`config.mk`:
```
export PLATFORM = sky130hd
export DESIGN_NAME = alu_seq_ctrl_flat
export DESIGN_NICKNAME = d
export VERILOG_FILES = /design/src/rtl/alu_seq_ctrl_pkg.sv /design/src/rtl/alu_seq_ctrl_if.sv /design/src/rtl/alu_seq_flags.sv /design/src/rtl/alu_seq_ctrl.sv /design/src/flat_wrapper.sv
export SDC_FILE = /design/constraint.sdc
export NUM_CORES = 1
export LEC_CHECK = 0
export CAP_MARGIN = 0
export CORE_MARGIN = 2
export CORE_UTILIZATION = 42
export CTS_CLUSTER_SIZE = 28
export DETAILED_ROUTE_END_ITERATION = 8
export PLACE_DENSITY = 0.73
export SLEW_MARGIN = 20
export SYNTH_ARGS = -nofsm -noshare
export SYNTH_HDL_FRONTEND = slang
export SYNTH_SLANG_ARGS = --single-unit
```
`constraint.sdc`:
```
create_clock -name clk -period 5.5 [get_ports clk]
set_input_delay 1.1 -clock clk [delete_from_list [all_inputs] [get_ports clk]]
set_output_delay 1.1 -clock clk [all_outputs]
set_load 0.03 [all_outputs]
```
`src/rtl/alu_seq_ctrl_pkg.sv`:
```
// Shared definitions for the multi-byte ALU sequencer: op codes, the
// arithmetic/logic classification and the controller state encoding.
package alu_seq_ctrl_pkg;

    localparam logic [2:0] OP_OR  = 3'b000;
    localparam logic [2:0] OP_AND = 3'b001;
    localparam logic [2:0] OP_EOR = 3'b010;
    localparam logic [2:0] OP_ADC = 3'b011;
    localparam logic [2:0] OP_INC = 3'b100;
    localparam logic [2:0] OP_DEC = 3'b101;
    localparam logic [2:0] OP_SBC = 3'b110;
    localparam logic [2:0] OP_TRB = 3'b111;

    typedef enum logic [1:0] {
        IDLE = 2'd0,
        RUN  = 2'd1,
        DONE = 2'd2
    } state_t;

    // Arithmetic ops chain the ALU carry between bytes; logic ops never do.
    function automatic logic is_arith(input logic [2:0] op);
        return (op == OP_ADC) || (op == OP_INC) || (op == OP_DEC) || (op == OP_SBC);
    endfunction

endpackage

```
`src/rtl/alu_seq_ctrl_if.sv`:
```
// Request/response handshake bundle between instruction decode and the
// multi-byte ALU sequencer.
interface alu_seq_ctrl_if #(
    parameter int NBYTES = 2
);
    logic                  req_valid;
    logic                  req_ready;
    logic [2:0]            req_op;
    logic [8*NBYTES-1:0]   req_a;
    logic [8*NBYTES-1:0]   req_b;
    logic                  req_ci;
    logic                  rsp_valid;
    logic                  rsp_ready;
    logic [8*NBYTES-1:0]   rsp_data;
    logic                  rsp_c;
    logic                  rsp_z;
    logic                  rsp_n;

    modport master (
        output req_valid, req_op, req_a, req_b, req_ci, rsp_ready,
        input  req_ready, rsp_valid, rsp_data, rsp_c, rsp_z, rsp_n
    );

    modport slave (
        input  req_valid, req_op, req_a, req_b, req_ci, rsp_ready,
        output req_ready, rsp_valid, rsp_data, rsp_c, rsp_z, rsp_n
    );
endinterface

```
`src/rtl/alu_seq_flags.sv`:
```
// Result flags for a fully assembled multi-byte result: carry is kept only
// for arithmetic ops, zero and negative look at the whole word.
module alu_seq_flags
    import alu_seq_ctrl_pkg::*;
#(
    parameter int W = 16
) (
    input  logic [W-1:0] result,
    input  logic         carry,
    input  logic [2:0]   op,
    output logic         c,
    output logic         z,
    output logic         n
);

    assign c = is_arith(op) & carry;
    assign z = (result == '0);
    assign n = result[W-1];

endmodule

```
`src/rtl/alu_seq_ctrl.sv`:
```
// Multi-byte arithmetic sequencer: accepts one NBYTES-wide op, feeds the
// external 8-bit ALU LSB first while owning its carry chain, then holds the result.
module alu_seq_ctrl
    import alu_seq_ctrl_pkg::*;
#(
    parameter int NBYTES = 2,
    parameter int CNT_W  = $clog2(NBYTES) + 1
) (
    input  logic         clk,
    input  logic         rst,
    alu_seq_ctrl_if.slave bus,
    output logic [7:0]   alu_r,
    output logic [7:0]   alu_m,
    output logic [4:0]   alu_op,
    output logic         alu_ci,
    input  logic [7:0]   alu_out,
    input  logic         alu_co
);

    localparam int               W      = 8 * NBYTES;
    localparam logic [CNT_W-1:0] K_LAST = CNT_W'(NBYTES - 1);

    state_t           state;
    logic [CNT_W-1:0] k;
    logic             carry_q;
    logic             ci_q;
    logic [2:0]       op_q;
    logic [W-1:0]     a_q;
    logic [W-1:0]     b_q;
    logic [W-1:0]     res_q;
    logic [W-1:0]     res_nxt;
    logic             arith_q;
    logic             flag_c;
    logic             flag_z;
    logic             flag_n;

    assign arith_q = is_arith(op_q);

    // NOTE: every always_comb output gets a default first, so no path can
    // leave a value unassigned and infer a latch.
    always_comb begin
        alu_r  = '0;
        alu_m  = '0;
        alu_op = '0;
        alu_ci = 1'b0;
        if (state == RUN) begin
            alu_r  = a_q[8*k +: 8];
            alu_m  = b_q[8*k +: 8];
            alu_op = {2'b00, op_q};
            alu_ci = arith_q & ((k == '0) ? ci_q : carry_q);
        end
    end

    // Result with the byte the ALU is producing this cycle merged in, so the
    // flags on the final edge see the complete word.
    always_comb begin
        res_nxt = res_q;
        res_nxt[8*k +: 8] = alu_out;
    end

    alu_seq_flags #(
        .W (W)
    ) u_flags (
        .result (res_nxt),
        .carry  (alu_co),
        .op     (op_q),
        .c      (flag_c),
        .z      (flag_z),
        .n      (flag_n)
    );

    // NOTE: all state uses non-blocking assignments so every register samples
    // the pre-edge values regardless of statement order.
    always_ff @(posedge clk) begin
        if (rst) begin
            state         <= IDLE;
            k             <= '0;
            carry_q       <= 1'b0;
            ci_q          <= 1'b0;
            op_q          <= '0;
            a_q           <= '0;
            b_q           <= '0;
            res_q         <= '0;
            bus.req_ready <= 1'b1;
            bus.rsp_valid <= 1'b0;
            bus.rsp_data  <= '0;
            bus.rsp_c     <= 1'b0;
            bus.rsp_z     <= 1'b0;
            bus.rsp_n     <= 1'b0;
        end else begin
            case (state)
                IDLE: begin
                    if (bus.req_valid) begin
                        op_q          <= bus.req_op;
                        a_q           <= bus.req_a;
                        b_q           <= bus.req_b;
                        ci_q          <= bus.req_ci;
                        k             <= '0;
                        res_q         <= '0;
                        bus.req_ready <= 1'b0;
                        state         <= RUN;
                    end
                end
                RUN: begin
                    res_q   <= res_nxt;
                    carry_q <= alu_co;
                    if (k == K_LAST) begin
                        bus.rsp_valid <= 1'b1;
                        bus.rsp_data  <= res_nxt;
                        bus.rsp_c     <= flag_c;
                        bus.rsp_z     <= flag_z;
                        bus.rsp_n     <= flag_n;
                        state         <= DONE;
                    end else begin
                        k <= k + 1'b1;
                    end
                end
                DONE: begin
                    // Ready rises only after the handshake edge: no same-cycle turnaround.
                    if (bus.rsp_ready) begin
                        bus.rsp_valid <= 1'b0;
                        bus.req_ready <= 1'b1;
                        state         <= IDLE;
                    end
                end
                default: state <= IDLE;
            endcase
        end
    end

endmodule
```
`src/flat_wrapper.sv`:
```
// flat-port wrapper written by rule: the top's interface ports become plain ports
module alu_seq_ctrl_flat import alu_seq_ctrl_pkg::*;
#(
    parameter int NBYTES = 2,
    parameter int CNT_W  = $clog2(NBYTES) + 1
)
  (clk, rst, alu_r, alu_m, alu_op, alu_ci, alu_out, alu_co, bus_req_valid, bus_req_op, bus_req_a, bus_req_b, bus_req_ci, bus_rsp_ready, bus_req_ready, bus_rsp_valid, bus_rsp_data, bus_rsp_c, bus_rsp_z, bus_rsp_n);
  alu_seq_ctrl_if #(.NBYTES(NBYTES)) bus_i ();
  input  logic clk;
  input  logic rst;
  output logic [7:0] alu_r;
  output logic [7:0] alu_m;
  output logic [4:0] alu_op;
  output logic alu_ci;
  input  logic [7:0] alu_out;
  input  logic alu_co;
  input wire logic [$bits(bus_i.req_valid)-1:0] bus_req_valid;
  input wire logic [$bits(bus_i.req_op)-1:0] bus_req_op;
  input wire logic [$bits(bus_i.req_a)-1:0] bus_req_a;
  input wire logic [$bits(bus_i.req_b)-1:0] bus_req_b;
  input wire logic [$bits(bus_i.req_ci)-1:0] bus_req_ci;
  input wire logic [$bits(bus_i.rsp_ready)-1:0] bus_rsp_ready;
  output wire logic [$bits(bus_i.req_ready)-1:0] bus_req_ready;
  output wire logic [$bits(bus_i.rsp_valid)-1:0] bus_rsp_valid;
  output wire logic [$bits(bus_i.rsp_data)-1:0] bus_rsp_data;
  output wire logic [$bits(bus_i.rsp_c)-1:0] bus_rsp_c;
  output wire logic [$bits(bus_i.rsp_z)-1:0] bus_rsp_z;
  output wire logic [$bits(bus_i.rsp_n)-1:0] bus_rsp_n;
  assign bus_i.req_valid = bus_req_valid;
  assign bus_i.req_op = bus_req_op;
  assign bus_i.req_a = bus_req_a;
  assign bus_i.req_b = bus_req_b;
  assign bus_i.req_ci = bus_req_ci;
  assign bus_i.rsp_ready = bus_rsp_ready;
  assign bus_req_ready = bus_i.req_ready;
  assign bus_rsp_valid = bus_i.rsp_valid;
  assign bus_rsp_data = bus_i.rsp_data;
  assign bus_rsp_c = bus_i.rsp_c;
  assign bus_rsp_z = bus_i.rsp_z;
  assign bus_rsp_n = bus_i.rsp_n;
  alu_seq_ctrl #(.NBYTES(NBYTES), .CNT_W(CNT_W)) u_core (.clk(clk), .rst(rst), .bus(bus_i), .alu_r(alu_r), .alu_m(alu_m), .alu_op(alu_op), .alu_ci(alu_ci), .alu_out(alu_out), .alu_co(alu_co));
endmodule
```
==> metrics.txt <==
buffers plus inverters on the worst setup path 1; type of origin of the critical path flip-flop; worst reg-to-reg path cell count 7; die width 93.7 µm; Die Y 93.7 µm; clk sinks 77; Cells after Synth 405; Clock transition at path regs 80 ps; starting density of the core 43.5%; core region area 7770 µm²; capturing element type of the critical path primary output; later-pin clock latency in the skew report 350 ps; Setup Fix Bufs, Post-CTS 0; total of warnings raised by yosys 0; number of hold buffers added after cts 0; global-route total usage across every layer 19.2%; share of the core filled with cells 57.5%; pin count of the biggest net entering global routing 75; Critical Path Slowest Stage Cell clkdlybuf4s50_1; number of placement rows 32; mean instance size in the synthesized netlist 8.34 µm²; maximum net fanout on the critical path 16; Final Max Slew Viols 0; TritonCTS clock tree built; drt wl/cell 13.7 µm; critical path depth in cells 4; crit-path leading delay family simple AND/OR/NAND/NOR gates; P_leak 1.59 nW; vias per cell 5.15; status finished clean; number of design-rule violations left by the first detailed-router iteration 104; number of levels in the clock H-tree 3; Req. time, crit path 4400 ps; number of library cell types mapped by synthesis 43; buffer levels on the longest clock path 2; Fill cells 729; CTS buffer count 9; remaining max-slew budget at the tightest pin 49.8%; proportion of synthesized flip-flops having asynchronous set or reset 0%; grt total ovfl 0; crit path DAT 2990 ps; Hold Path Cell Cnt 2; number of antenna violations at the first check in global routing 0; total power per unit cell area 281 nW/µm²; Primary FF master, synth dfxtp_1; total design power 0.00126 W; vias 3,010; path category of the worst min-delay check reg -> reg; CTS resizes 0; area of the mapped netlist 3380 µm²; Worst Clk Skew 10.5 ps; fraction of layout cells with a size suffix above 1 7.04%; slew at the pin closest to its max-slew limit 753 ps; post-synthesis sequential area ratio 45.6%; Detailed Place HPWL 5510 µm; unrepaired setup endpoints after global routing no; detailed-route DRC error count 0; setup TNS 0 ps; flop and latch count out of synthesis 77; Die ar. 8780 µm²; vias in the first global route 2,945; Clock Root Buffer clkbuf_8; commonest cells after routing, fill and taps aside clkdlybuf4s50_1 (88), nand2_1 (81), dfxtp_1 (77); sequence of cells on the critical path nor2b_1, nand2_1, nor2_1, clkdlybuf4s50_1; maximum capacitance violations 0; Crit Path Class reg -> out; count of buffers from port buffering 89; most common cell after layout, fill and taps aside clkdlybuf4s50_1; total setup violations reported at the end of the flow 0; wire length of the first global-routing pass 13,400 µm; total detailed-routing wirelength 8030 µm; peak supply drop 0.000123 V; Final Net Count 531; diode insertion count for antenna repair 0; fraction of the cycle the final worst path needs 74.4%; minimum clock period after layout 4090 ps; EDFF count, synth 0; f_max 244 MHz; number of ports placed on the die boundary 92; DRT Pass-1 Iters 4; area added between synthesis and finish 32.2%; delay contributed by the slowest stage of the critical path 690 ps; number of routed nets with antenna violations 0; final count of hold timing violations 0; GPL Wtd Cong 0.794
-- layer usage --
metal  GRT usage (%)  share of wire, %
met1            23.2                43
met2            32.0                48
met3            6.82               7.6
met4            5.80               1.3
met5               0                 0
-- final timing paths --
kind	from	endpoint	slack (ps)
setup reg to reg	u_core.k[0]$_SDFFE_PP0P_	u_core.bus.rsp_z$_SDFFE_PP0P_	3170
hold / removal	u_core.b_q[6]$_SDFFE_PP0P_	u_core.b_q[6]$_SDFFE_PP0P_	460
setup / recovery	u_core.state[0]$_SDFFE_PP0P_	alu_r[4]	1410
hold reg to reg	u_core.b_q[6]$_SDFFE_PP0P_	u_core.b_q[6]$_SDFFE_PP0P_	460
-- kinds of logic after synthesis --
logic type / count (synthesis) / share of synthesized area [%]
AOI/OAI and AO/OA: 94 / 18.3
xor gates and xnor gates: 1 / 0.259
adders and majority gates: 4 / 1.48
buffers and inverters: 36 / 5.44
DFF: 77 / 45.6
muxes: 23 / 6.81
other: 1 / 0.111
and+or+nand+nor: 169 / 22.0
-- power by group --
group / leakage (nW) / internal [W] / switching [W]
sequential: 0.628 / 0.000585 / 0.0000159
clock: 0.102 / 0.000221 / 0.000205
combinational: 0.856 / 0.0000998 / 0.000130
-- worst reg2reg max path, stage by stage, from the launching register on --
cell and delay (ps):
dfxtp_1 300, buf_4 240, inv_1 150, ha_1 530
and2b_2 290, a31oi_1 280, nand4_1 180, o32ai_2 280
-- layout make-up --
cell class / instances / area, µm² / share of cell area [%]
Tap cell: 102 / 128 / 2.86
Clock buffer: 10 / 138 / 3.08
Sequential cell: 77 / 1540 / 34.5
Multi-Input combinational cell: 293 / 1670 / 37.3
Timing Repair Buffer: 93 / 916 / 20.5
Inverter: 4 / 15.0 / 0.336
Clock inverter: 6 / 61.3 / 1.37
-- flip-flops by register name, indices dropped and copies added (netlist names) --
signal                count
u_core.ci_q               1
u_core.state              2
u_core.carry_q            1
u_core.bus.req_ready      1
u_core.bus.rsp_z          1
u_core.bus.rsp_c          1
u_core.k                  2
u_core.a_q               16
u_core.op_q               3
u_core.bus.rsp_data      16
u_core.b_q               16
u_core.bus.rsp_valid      1
u_core.res_q             16
-- metrics by stage --
step / setup slack, ps / cells / area (µm²) / hold slack (ps)
2_1_floorplan: 2660 / 406 / 3380 / 436
3_3_place_gp: 1810 / 569 / 4260 / 442
3_5_place_dp: 1750 / 569 / 4260 / 446
4_1_cts: 1350 / 585 / 4460 / 457
5_1_grt: 1140 / 585 / 4470 / 476
6_report: 1410 / 585 / 4470 / 456
-- Yosys cell counts, drive strengths merged (2+ instances only) --
cell / n / area (µm²)
a211oi: 10 / 75.1
a21oi: 43 / 215
a22o: 5 / 45.0
a22oi: 10 / 75.1
a2bb2oi: 8 / 70.1
a31oi: 7 / 43.8
and2: 5 / 31.3
and2b: 3 / 26.3
buf: 18 / 116
clkbuf: 14 / 52.6
dfxtp: 77 / 1540
ha: 4 / 50.1
inv: 4 / 15.0
mux2i: 23 / 230
nand2: 81 / 304
nand2b: 5 / 31.3
nand4: 2 / 12.5
nor2: 55 / 209
nor2b: 7 / 43.8
nor3b: 2 / 20.0
nor4: 2 / 12.5
o21ai: 4 / 20.0
No activity file was read; power rests on OpenSTA's default activity.
==> edit 1, RTL diff (same flow settings) <==
`NBYTES` is set to 2 in 3 places; all go to 1.
--- a/src/rtl/alu_seq_ctrl_if.sv
+++ b/src/rtl/alu_seq_ctrl_if.sv
@@ -1,7 +1,7 @@
 // Request/response handshake bundle between instruction decode and the
 // multi-byte ALU sequencer.
 interface alu_seq_ctrl_if #(
-    parameter int NBYTES = 2
+    parameter int NBYTES = 1
 );
     logic                  req_valid;
     logic                  req_ready;
--- a/src/rtl/alu_seq_ctrl.sv
+++ b/src/rtl/alu_seq_ctrl.sv
@@ -3,7 +3,7 @@
 module alu_seq_ctrl
     import alu_seq_ctrl_pkg::*;
 #(
-    parameter int NBYTES = 2,
+    parameter int NBYTES = 1,
     parameter int CNT_W  = $clog2(NBYTES) + 1
 ) (
     input  logic         clk,
--- a/src/flat_wrapper.sv
+++ b/src/flat_wrapper.sv
@@ -1,7 +1,7 @@
 // flat-port wrapper written by rule: the top's interface ports become plain ports
 module alu_seq_ctrl_flat import alu_seq_ctrl_pkg::*;
 #(
-    parameter int NBYTES = 2,
+    parameter int NBYTES = 1,
     parameter int CNT_W  = $clog2(NBYTES) + 1
 )
   (clk, rst, alu_r, alu_m, alu_op, alu_ci, alu_out, alu_co, bus_req_valid, bus_req_op, bus_req_a, bus_req_b, bus_req_ci, bus_rsp_ready, bus_req_ready, bus_rsp_valid, bus_rsp_data, bus_rsp_c, bus_rsp_z, bus_rsp_n);
Ports: changed (resized bus_req_a, bus_req_b and bus_rsp_data); port bits go from 92 to 68. No check against the original RTL was run, so the function may have changed too.
==> edit 1 against the original RTL <==
Global-route usage rose by 0.060 points. Design area fell by 53%. Synthesized cell count fell by 56%. Setup slack improved by 0.51 ns. Power fell by 58%. Wire length fell by 58%. Synthesized area fell by 59%. Utilization rose by 10 points. Sequential cell count fell by 43. Sequential power fell by 55%. Highest routed layer unchanged.
==> edit 1: results (changes against the original RTL) <==
[outcome]
run_status = complete, no violations

[pwr]
pwr_per_cell_area_mw_per_mm2 = 253  ; -10%
total_leakage_power_nw = 0.785  ; -51%
combPwrFrac_pct = 17.9  ; -0.3 points
switching_share_pct = 26.1  ; -1.8 points
p_seq_uw = 269  ; -55%
vdd_drop_max_uv = 194  ; +58%

[route]
routed-via-count = 1333  ; -56%
initialDrtViolationCount = 58  ; -44%
route.final.wire_length_um = 3380  ; -58%
routed_via_count_divided_by_cell_count = 4.74  ; -7.8%

[critical_path]
worst-r2r-setup-slack_ns = 3.83  ; +0.66 ns
worst_setup_path_end = alu_ci
r2r-end = u_core.bus.rsp_c
critical_path_peak_fanout = 31  ; +15
path_delay_family = simple AND/OR/NAND/NOR gates
cpPeakStageDelay_ns = 0.78  ; +0.09 ns
worstSetupStartpoint = u_core.state[1]
crit_path_top_delay_cell = and2b_1

[placement]
port-buffer-count = 65  ; -27%
detailedPlacementHpwl_um = 2390  ; -57%
place_worst_setup_slack_ns = 2.28  ; +0.527 ns
finalWeightedCongestion = 0.680  ; -14%
place_area_mm2 = 0.00203  ; -52%

[synthesis]
sequential_cell_area_fraction_in_the_yosys_report_pct = 48.8  ; +3.2 points
synth_cell_types = 23  ; -47%
netlist_top_cells_count = 58 x nand2_1, 34 x dfxtp_1, 32 x a21oi_1, 19 x and2_1, 6 x clkbuf_1
synthesis.area_per_instance_um2 = 7.84  ; -6.1%
largest_cells_by_area_after_synthesis = dfxtp_1 49%, nand2_1 16%, a21oi_1 11%

[timing]
holdWs_ns = 0.453  ; -0.00227 ns
max_slew_margin_pct = 44.0  ; -5.8 points
post-route-min-period_ns = 3.58  ; -0.510 ns
clock-skew-final_ns = 0.00521  ; -0.00532 ns

[clocking]
htreeDepth = 2  ; -1
cts-buffers-inserted = 5  ; -4
insertion_delay_ns = 0.33  ; -0.02 ns
clk_pin_slew_ns = 0.10  ; +0.02 ns
cts_root_buffer = clkbuf_4

[worst_hold_path]
hold_path_end = u_core.b_q[2]
hold_start = u_core.b_q[2]

[cells_and_area]
layout-drive-gt1-share_pct = 4.64  ; -2.4 points
design.final.nets = 269  ; -49%
antenna_cells = 0  ; unchanged

[grt]
first_global_vias = 1222  ; -59%
grt_first_pass_wirelength_um = 5260  ; -61%
largest_net_degree_at_the_start_of_global_routing = 34  ; -55%
groute.usage.overall_pct = 19.3  ; +0.060 points

-- edit 1: worst min-delay path, cell delays in order (launching register included) --
cell	delay [ns]
dfxtp_1	0.32
nand2_1	0.05
a21oi_1	0.05
-- edit 1: cell families (layout without fill, tap and decap cells) --
group	count (synthesis)	after routing	share of synthesized area, %
buffers and inverters	17	75	7.00
other	1	2	0.269
xor gates and xnor gates	1	1	0.628
and+or+nand+nor	90	90	30.1
DFF	34	34	48.8
AOI/OAI and AO/OA	35	35	13.2
-- edit 1: final cells by class --
| class | instances | area (um^2) |
|---|---|---|
| multi-input cells | 128 | 632 |
| fillers | 290 | 1000 |
| clock buffers | 8 | 78.8 |
| flip-flops and latches | 34 | 681 |
| well taps | 44 | 55.1 |
| inverters | 2 | 7.51 |
| repair buffers | 65 | 646 |
-- edit 1: layer usage --
layer	track usage, %	vias up	routed length, um
met3	9.45	2	320
met4	5.47	0	17
met1	20.2	595	1360
met5	0	-	0
met2	34.0	55	1680
li1	-	681	-
==> edit 2, RTL diff (config.mk and constraints unchanged) <==
Without the edit above. Re-encode `state_t` (3 states) as one-hot, 3 bits wide.
--- a/src/rtl/alu_seq_ctrl_pkg.sv
+++ b/src/rtl/alu_seq_ctrl_pkg.sv
@@ -11,10 +11,10 @@
     localparam logic [2:0] OP_SBC = 3'b110;
     localparam logic [2:0] OP_TRB = 3'b111;
 
-    typedef enum logic [1:0] {
-        IDLE = 2'd0,
-        RUN  = 2'd1,
-        DONE = 2'd2
+    typedef enum logic [2:0] {
+        IDLE = 3'b001,
+        RUN  = 3'b010,
+        DONE = 3'b100
     } state_t;
 
     // Arithmetic ops chain the ALU carry between bytes; logic ops never do.
Behaviour: no difference found for any inputs over 10 cycles, from zero or initial values and one cycle with rst high; not proved beyond that.
==> edit 2 against the original RTL <==
Design area rose by 2.8%. Clock skew rose by 0.0034 ns. Wire length rose by 4.0%. Sequential cell count rose by 1. Power rose by 4.2%. Synthesized area rose by 1.4%. Combinational power fell by 43%. Critical path depth rose by 1. Clock power rose by 37%. Via count rose by 4.3%. Setup slack got worse by 0.041 ns. Non-clock buffer count did not move. Die area rose by 1.3%. Sequential share of layout area fell by 0.51 points. Critical endpoint unchanged.
==> edit 2: results (changes against the original RTL) <==
[outcome]
run_status = complete, no violations

[grt]
grt_first_pass_wirelength_um = 13900  ; +3.2%
initial_antenna_violation_count = 0  ; unchanged
first_global_vias = 2976  ; +1.1%
groute.usage.overall_pct = 19.6  ; +0.39 points
largest_net_degree_at_the_start_of_global_routing = 54  ; -28%

[synthesis]
fraction_of_the_mapped_netlist_area_in_adder_cells_pct = 1.46  ; -0.020 points
ys_warn_count = 0  ; unchanged
synth_compound_area_share_pct = 16.5  ; -1.7 points
synth_cell_types = 37  ; -14%
muxShareOfSynthArea_pct = 7.01  ; +0.20 points
synth.cell_area_mm2 = 0.00343  ; +1.4%
synth_async_sr_flop_share_pct = 0  ; unchanged
sequential_cell_area_fraction_in_the_yosys_report_pct = 45.6  ; about the same
synth_xor_xnor_area_share_pct = 0.256  ; -0.0035 points
netlist_top_cells_count = 86 x nand2_1, 78 x dfxtp_1, 49 x nor2_1, 48 x a21oi_1, 24 x mux2i_1
largest_cells_by_area_after_synthesis = dfxtp_1 46%, nand2_1 9.4%, a21oi_1 7.0%

[timing]
max_slew_margin_pct = 48.8  ; -1.0 points
holdWs_ns = 0.454  ; -0.00153 ns
clock-skew-final_ns = 0.0140  ; +0.00343 ns

[worst_hold_path]
hold_path_end = u_core.b_q[6]
hold_path.class = reg2reg
hold_path_depth = 2  ; unchanged
hold_start = u_core.b_q[6]

[critical_path]
worst_setup_path_end = alu_r[4]
reg2reg_depth = 6  ; -1
worst-r2r-setup-slack_ns = 2.97  ; -0.20 ns
critical_path_peak_fanout = 16  ; unchanged
worstSetupStartpoint = u_core.state[1]
r2r-end = u_core.bus.rsp_z
timing.critical_path.arrival_ns = 3.03  ; +0.04 ns

[clocking]
clockBufferDepth = 2  ; unchanged
cts_root_buffer = clkbuf_8
ctsResizeCount = 0  ; unchanged
clk_pin_slew_ns = 0.07
htreeDepth = 3  ; unchanged

[placement]
port-buffer-count = 89  ; unchanged
finalWeightedCongestion = 0.832  ; +4.8%
detailedPlacementHpwl_um = 5710  ; +3.6%
place_area_mm2 = 0.00431  ; +1.1%

[route]
route.final.wire_length_um = 8350  ; +4.0%
initialDrtViolationCount = 205  ; +97%
routed-via-count = 3139  ; +4.3%

[pwr]
switching_share_pct = 22.3  ; -5.6 points
vdd_drop_max_uv = 147  ; +19%
total_leakage_power_nw = 1.56  ; -1.4%

[cells_and_area]
layout-drive-gt1-share_pct = 5.03  ; -2.0 points
design.final.nets = 545  ; +2.6%

[edit 2: cell count changes after synthesis, sizes merged, moves of 4 or more]
cell | unedited run | this run
nand3 | 1 | 16
a22oi | 10 | 2
nand2 | 81 | 86
nor3 | 1 | 5
a2bb2oi | 8 | 0
nor2 | 55 | 50
o21a | 0 | 12
a21oi | 43 | 48
[edit 2: layer usage]
layer | share of wire (%) | vias up | track usage [%]
li1 | - | 1571 | -
met1 | 42 | 1454 | 24.3
met2 | 49 | 104 | 32.1
met3 | 7.6 | 10 | 6.10
met4 | 1.2 | 0 | 7.25
met5 | 0 | - | 0
[edit 2: stage by stage]
stage	utilization, %	power [mW]	cells	worst slack [ns]
final	58.8	1.31	599	1.37
after CTS	58.8	1.32	599	1.36
after floorplan	-	0.685	422	2.40
after detailed placement	55.2	0.741	583	1.77
after global routing	58.8	1.36	599	1.10
after global placement	55.2	0.739	583	1.80
[edit 2: final cells by class]
class                           instances  area (um^2)
Sequential cell                        78         1560
Clock buffer                           11          151
Tap cell                              102          128
Fill cell                             726         3210
Inverter                                3         11.3
Clock inverter                          5          129
Timing Repair Buffer                   93          916
Multi-Input combinational cell        307         1700
[edit 2: critical path, stage by stage (launching register included)]
cell,delay [ns]
dfxtp_1,0.46
nand2b_1,0.14
nor2_1,0.60
nand2_1,0.54
nor2_1,0.25
clkdlybuf4s50_1,0.70
[edit 2: power groups by stage]
stage	logic, mW	registers, mW	clock network (mW)
floorplan	0.0764	0.608	0
global placement	0.131	0.608	0
detailed placement	0.131	0.610	0
CTS	0.132	0.597	0.589
global route	0.146	0.599	0.614
finish	0.131	0.597	0.582
